$ cat src/rtl/cpu_sequencer.sv
// cpu_sequencer: multi-cycle CPU control core (fetch/decode, ALU handshake, regfile, PC, NZCV); define CPU_ILLEGAL_TRAP_EN to trap illegal opcodes
module cpu_sequencer #(
  parameter int DATA_W = 32,
  parameter int REG_AW = 4,
  parameter int IMM_W = 9,
  parameter int PC_W = 9,
  parameter int ALU_LAT = 1,
  localparam int INSTR_W = 5 + 2 * REG_AW + IMM_W
) (
  input  logic               clk,
  input  logic               rst,
  output logic               imem_req,
  output logic [PC_W-1:0]    imem_addr,
  input  logic [INSTR_W-1:0] imem_rdata,
  input  logic               imem_ack,
  output logic               dmem_req,
  output logic               dmem_we,
  output logic [IMM_W-1:0]   dmem_addr,
  output logic [DATA_W-1:0]  dmem_wdata,
  input  logic [DATA_W-1:0]  dmem_rdata,
  input  logic               dmem_ack,
  output logic               alu_en,
  output logic [4:0]         alu_op,
  output logic [DATA_W-1:0]  alu_a,
  output logic [DATA_W-1:0]  alu_b,
  input  logic [DATA_W-1:0]  alu_result,
  input  logic [3:0]         alu_flags,
  output logic [PC_W-1:0]    pc,
  output logic [3:0]         flags,
  output logic               retire,
  output logic               halted,
  output logic               trap
);
  localparam int NREGS = 2 ** REG_AW;
  localparam int CW = $clog2(ALU_LAT + 1);
  typedef enum logic [2:0] {FETCH, DECODE, ALU_WAIT, MEM, EXEC, HALT, TRAP} state_t;
  state_t state_q, state_d;
  logic [INSTR_W-1:0] instr_q, instr_d;
  logic [PC_W-1:0] pc_q, pc_d, pc_inc, imm_pc, next_pc;
  logic [3:0] flags_q, flags_d;
  logic [CW-1:0] cnt_q, cnt_d;
  logic imem_req_q, imem_req_d, dmem_req_q, dmem_req_d, dmem_we_q, dmem_we_d;
  logic alu_en_q, alu_en_d, retire_q, retire_d, wr_en, done;
  logic [IMM_W-1:0] dmem_addr_q, dmem_addr_d;
  logic [DATA_W-1:0] dmem_wdata_q, dmem_wdata_d, alu_a_q, alu_a_d, alu_b_q, alu_b_d, wr_data;
  logic [4:0] alu_op_q, alu_op_d, op;
  logic [DATA_W-1:0] rf_q [NREGS];
  logic [REG_AW-1:0] rd, rs;
  logic [IMM_W-1:0] imm;
  assign op = instr_q[INSTR_W-1 -: 5];
  assign rd = instr_q[IMM_W+REG_AW +: REG_AW];
  assign rs = instr_q[IMM_W +: REG_AW];
  assign imm = instr_q[IMM_W-1:0];
  assign pc_inc = pc_q + 1'b1;
  assign imm_pc = PC_W'(imm);
  always_comb begin
    state_d = state_q;
    instr_d = instr_q;
    pc_d = pc_q;
    flags_d = flags_q;
    cnt_d = cnt_q;
    imem_req_d = imem_req_q;
    dmem_req_d = dmem_req_q;
    dmem_we_d = dmem_we_q;
    dmem_addr_d = dmem_addr_q;
    dmem_wdata_d = dmem_wdata_q;
    alu_en_d = 1'b0;
    alu_op_d = alu_op_q;
    alu_a_d = alu_a_q;
    alu_b_d = alu_b_q;
    retire_d = 1'b0;
    wr_en = 1'b0;
    wr_data = alu_result;
    done = 1'b0;
    next_pc = pc_inc;
    case (state_q)
      FETCH: begin
        imem_req_d = !(imem_req_q && imem_ack);
        if (imem_req_q && imem_ack) begin
          instr_d = imem_rdata;
          state_d = DECODE;
        end
      end
      DECODE: begin
        if (op >= 5'd1 && op <= 5'd18) begin
          alu_en_d = 1'b1;
          alu_op_d = op;
          alu_a_d = rf_q[rs];
          alu_b_d = rf_q[imm[REG_AW-1:0]];
          cnt_d = '0;
          state_d = ALU_WAIT;
        end else if (op == 5'd20 || op == 5'd21) begin
          dmem_req_d = 1'b1;
          dmem_we_d = op == 5'd21;
          dmem_addr_d = imm;
          dmem_wdata_d = rf_q[rs];
          state_d = MEM;
        end else if (op == 5'd25)
          state_d = HALT;
`ifdef CPU_ILLEGAL_TRAP_EN
        else if (op == 5'd0 || op > 5'd25)
          state_d = TRAP;
`endif
        else
          state_d = EXEC;
      end
      ALU_WAIT: begin
        cnt_d = cnt_q + 1'b1;
        if (cnt_q == CW'(ALU_LAT)) begin
          done = 1'b1;
          flags_d = alu_flags;
          wr_en = op != 5'd18;
        end
      end
      MEM: begin
        if (dmem_ack) begin
          dmem_req_d = 1'b0;
          done = 1'b1;
          wr_en = !dmem_we_q;
          wr_data = dmem_rdata;
        end
      end
      EXEC: begin
        done = 1'b1;
        wr_en = op == 5'd22;
        wr_data = rf_q[rs];
        next_pc = (op == 5'd23 || (op == 5'd24 && rf_q[rd] == rf_q[rs])) ? imm_pc : pc_inc;
      end
      default: ;
    endcase
    if (done) begin
      state_d = FETCH;
      imem_req_d = 1'b1;
      retire_d = 1'b1;
      pc_d = next_pc;
    end
  end
  always_ff @(posedge clk) begin
    if (rst) begin
      state_q <= FETCH;
      instr_q <= '0;
      pc_q <= '0;
      flags_q <= '0;
      cnt_q <= '0;
      imem_req_q <= 1'b0;
      dmem_req_q <= 1'b0;
      dmem_we_q <= 1'b0;
      dmem_addr_q <= '0;
      dmem_wdata_q <= '0;
      alu_en_q <= 1'b0;
      alu_op_q <= '0;
      alu_a_q <= '0;
      alu_b_q <= '0;
      retire_q <= 1'b0;
      for (int i = 0; i < NREGS; i++) rf_q[i] <= '0;
    end else begin
      state_q <= state_d;
      instr_q <= instr_d;
      pc_q <= pc_d;
      flags_q <= flags_d;
      cnt_q <= cnt_d;
      imem_req_q <= imem_req_d;
      dmem_req_q <= dmem_req_d;
      dmem_we_q <= dmem_we_d;
      dmem_addr_q <= dmem_addr_d;
      dmem_wdata_q <= dmem_wdata_d;
      alu_en_q <= alu_en_d;
      alu_op_q <= alu_op_d;
      alu_a_q <= alu_a_d;
      alu_b_q <= alu_b_d;
      retire_q <= retire_d;
      if (wr_en) rf_q[rd] <= wr_data;
    end
  end
  assign imem_req = imem_req_q;
  assign imem_addr = pc_q;
  assign dmem_req = dmem_req_q;
  assign dmem_we = dmem_we_q;
  assign dmem_addr = dmem_addr_q;
  assign dmem_wdata = dmem_wdata_q;
  assign alu_en = alu_en_q;
  assign alu_op = alu_op_q;
  assign alu_a = alu_a_q;
  assign alu_b = alu_b_q;
  assign pc = pc_q;
  assign flags = flags_q;
  assign retire = retire_q;
  assign halted = state_q == HALT;
`ifdef CPU_ILLEGAL_TRAP_EN
  assign trap = state_q == TRAP;
`else
  assign trap = 1'b0;
`endif
endmodule
$ cat config.mk
export PLATFORM = sky130hd
export DESIGN_NAME = cpu_sequencer
export DESIGN_NICKNAME = d
export VERILOG_FILES = /design/src/rtl/cpu_sequencer.sv
export SDC_FILE = /design/constraint.sdc
export NUM_CORES = 1
export LEC_CHECK = 0
export BUFFER_PORTS_ARGS = -buffer_cell sky130_fd_sc_hd__buf_2
export CAP_MARGIN = 20
export CORE_UTILIZATION = 35
export DETAILED_ROUTE_END_ITERATION = 8
export PLACE_DENSITY_LB_ADDON = 0.05
export SYNTH_ARGS = -nofsm -noshare
export SYNTH_HDL_FRONTEND = slang
export SYNTH_SLANG_ARGS = --single-unit
$ cat constraint.sdc
create_clock -name clk -period 3.6 [get_ports clk]
set_input_delay 0.54 -clock clk [delete_from_list [all_inputs] [get_ports clk]]
set_output_delay 0.54 -clock clk [all_outputs]
set_load 0.005 [all_outputs]
==> flow_summary.yaml <==
setup_path:
  path_class: "flip-flop to flip-flop"
  worstPathMaxFanout: 7
  cp_data_arrival_time_ns: 4.22
  crit_required_ns: 4.15
  end_kind: "flip-flop"
  cp-start-kind: "flip-flop"
floorplanning:
  initial_core_util_pct: 35.4
  dieArea_um2: 104000
  fp.dieW_um: 323
  dieHeight_um: 323
  ios: 233
  core_area_um2: 102000
  num_rows: 117
sta:
  grt_setup_unrepaired: "true"
  setup_viol: 8
  drv_slew: 0
  skew_ns: 0.0289
  post-route-min-period_ns: 3.67
  period_share_pct: 102
  final_hold_viol_count: 0
  relSlewSlack_pct: 35.3
  fmaxAchievable_mhz: 272
  setup_ws_ns: -0.0743
  worst_pin_slew_ns: 0.967
synth:
  synthesis.area_um2: 36000
  netlist_instances: 2716
  avgSynthCellArea_um2: 13.3
  yosysTopAreaCell: "edfxtp_1"
  yosysSeqAreaShare_pct: 51.7
  synth_edf_count: 512
  async_flop_share_pct: 0
  synth_most_common_cell: "nor2_1"
  synth_cell_types: 55
  yosys_warnings: 0
  postSynthRegisterBits: 674
  yosys-top-cells-area: "edfxtp_1 43%, mux4_2 27%, dfxtp_1 9.0%, nor2_1 5.7%, nand2_1 3.2%"
  synth.top_cell.area_share_pct: 42.7
  synth_nets: 2811
  synthTopCellsByCount: "544 x nor2_1, 512 x edfxtp_1, 424 x mux4_2"
  ys.flop_type: "edfxtp_1"
run_status:
  violations: "negative setup slack"
  status: "finished, violations left"
cts:
  hold_buffers: 0
  clock_latency_ns: 0.67
  cts_made_buffers: 80
  cts_tree: "yes"
  root_buffer: "clkbuf_16"
  cts_sinks: 674
  clk_pin_slew_ns: 0.07
  clockBufferDepth: 3
  htreeDepth: 3
power_and_ir_drop:
  pwr_density_cell_nw_per_um2: 476
  leakage_nw: 15.8
  intPower_mw: 15.3
  power_frac_clock_pct: 39.6
  netSwitchingPower_mw: 5.94
  ir_drop_mv: 0.276
  p_seq_share_pct: 41.6
  pwr-share-comb_pct: 18.8
  p_sw_share_pct: 28.0
routing:
  drtIter0Drc: 3127
  firstDrtPassIters: 6
  avgViaCountPerCell: 5.98
  wl_per_cell_um: 32.9
  via_count: 27279
  drc: 0
  postRouteAntennaNets: 0
  routed_wl_um: 150000
placement:
  routabilityCongestion: 0.867
  placed_area_um2: 41200
  hpwlAfterDp_um: 98700
  portBuffers: 231
global_routing:
  antenna_found_initial: 3
  grt_max_degree: 76
  grt_pass1_wl_um: 209000
  overflow: 0
  grt_pass1_vias: 26953
  grtUsageTotal_pct: 28.8
layout:
  finalNetCount: 3219
  syn_to_final_growth_pct: 23.8
  fillers: 9350
  layout-drive-gt1-share_pct: 39.4
  final_area_um2: 44600
  regArea_um2: 18600
  final_core_util_pct: 43.8
  multi_input_area_um2: 16600
min_path:
  min_path_type: "input port to flip-flop"
flow_run:
  maxCapViolCount: 0
## layout make-up
cell class | count | share of cell area [%]
Multi-Input combinational cell | 1766 | 37.2
Tap cell | 1368 | 3.84
Inverter | 5 | 0.0421
Antenna cell | 1 | 0.00561
Sequential cell | 674 | 41.8
Clock buffer | 110 | 5.32
Timing Repair Buffer | 597 | 11.1
Clock inverter | 40 | 0.713
## path summary, 6_finish.rpt
path	start	slack (ns)	end	cells past startpoint
max	flip-flop	-0.07	imem_addr[1]$_SDFFE_PP0P_	12
min	imem_rdata[17]	0.11	instr_q[17]$_SDFFE_PP0P_	3
max reg2reg	flip-flop	-0.07	imem_addr[1]$_SDFFE_PP0P_	12
min reg2reg	alu_b[4]$_SDFFE_PP0P_	0.45	alu_b[4]$_SDFFE_PP0P_	2
## cells by family (layout without fill, tap and decap cells)
kind of cell / count (synthesis) / after routing / share of synthesized area (%)
xor gates and xnor gates: 38 / 38 / 0.924
other: 1 / 2 / 0.0104
DFF: 674 / 674 / 51.7
AOI/OAI and AO/OA: 326 / 326 / 6.00
adders and majority gates: 1 / 1 / 0.0347
and+or+nand+nor: 950 / 950 / 10.6
buffers and inverters: 276 / 752 / 3.55
muxes: 450 / 450 / 27.2
## worst max-delay path, cell delays in order (launching register included)
cell     delay [ns]
dfxtp_4        0.38
buf_12         0.13
buf_8          0.10
buf_12         0.12
mux4_2         0.49
mux4_2         0.52
xnor2_2        0.13
nand4_1        0.31
or3_4          0.48
nor4_4         0.40
buf_4          0.19
nor2_2         0.04
a221o_1        0.24
## sequential cells by signal, summed over array words and instances (netlist names), named ones only
signal,flops
alu_op,5
dmem_addr,9
retire,1
rf_q,512
imem_req,1
dmem_req,1
dmem_we,1
cnt_q,1
imem_addr,9
alu_en,1
state_q,3
flags,4
instr_q,22
dmem_wdata,32
alu_a,32
alu_b,32
## per-layer routing
layer	vias to the layer above	GRT usage, %	wire (µm)
li1	11258	-	-
met1	14300	38.8	61700
met2	1441	45.9	70400
met3	276	6.05	12900
met4	4	10.3	5060
met5	-	0	26
## layout by cell type (no fill, tap or decap), types with 8 or more instances in the layout
cell type	count
a221oi_2	14
buf_2	230
buf_4	281
xnor2_2	11
nand4_1	8
nor2_1	540
nand2_1	291
nand2_2	16
a22oi_1	51
mux4_2	424
xnor2_1	15
a22o_1	31
nor3_1	11
edfxtp_1	512
clkinv_2	22
mux2i_1	26
clkbuf_16	89
xor2_1	10
a221oi_1	22
clkbuf_1	12
nand3_1	8
a21oi_1	165
buf_12	73
dfxtp_1	153
nand2b_2	16
## through the flow
stage | hold WS [ns] | instances | power, mW | setup TNS [ns] | worst slack, ns
2_1_floorplan | 0.436 | 2716 | 10.9 | 0 | 0.273
3_3_place_gp | 0.439 | 4375 | 12.8 | -4.83 | -0.572
3_5_place_dp | 0.444 | 4375 | 12.8 | -4.17 | -0.531
4_1_cts | 0.0786 | 4556 | 21.3 | -0.233 | -0.0690
5_1_grt | 0.117 | 4561 | 21.9 | -1.06 | -0.157
6_report | 0.111 | 4561 | 21.2 | -0.337 | -0.0743
## power by group through the flow
stage / Clock (mW) / Sequential [mW] / Combinational [mW]
global placement: 0 / 8.99 / 3.79
global route: 8.86 / 8.86 / 4.16
detailed placement: 0 / 9.00 / 3.80
floorplan: 0 / 8.87 / 2.07
finish: 8.41 / 8.84 / 3.99
CTS: 8.54 / 8.83 / 3.96
## what timing repair did
action | 4_1_cts | 5_1_grt
endpoints found under the setup margin | 9 | 23
pin swaps | 22 | 19
setup buffers | 30 | 4
cloned | 1 | 0
hold endpoints to repair | 0 | 0
resized for setup | 52 | 13
Note: power is estimated with default switching activity, not from simulation.
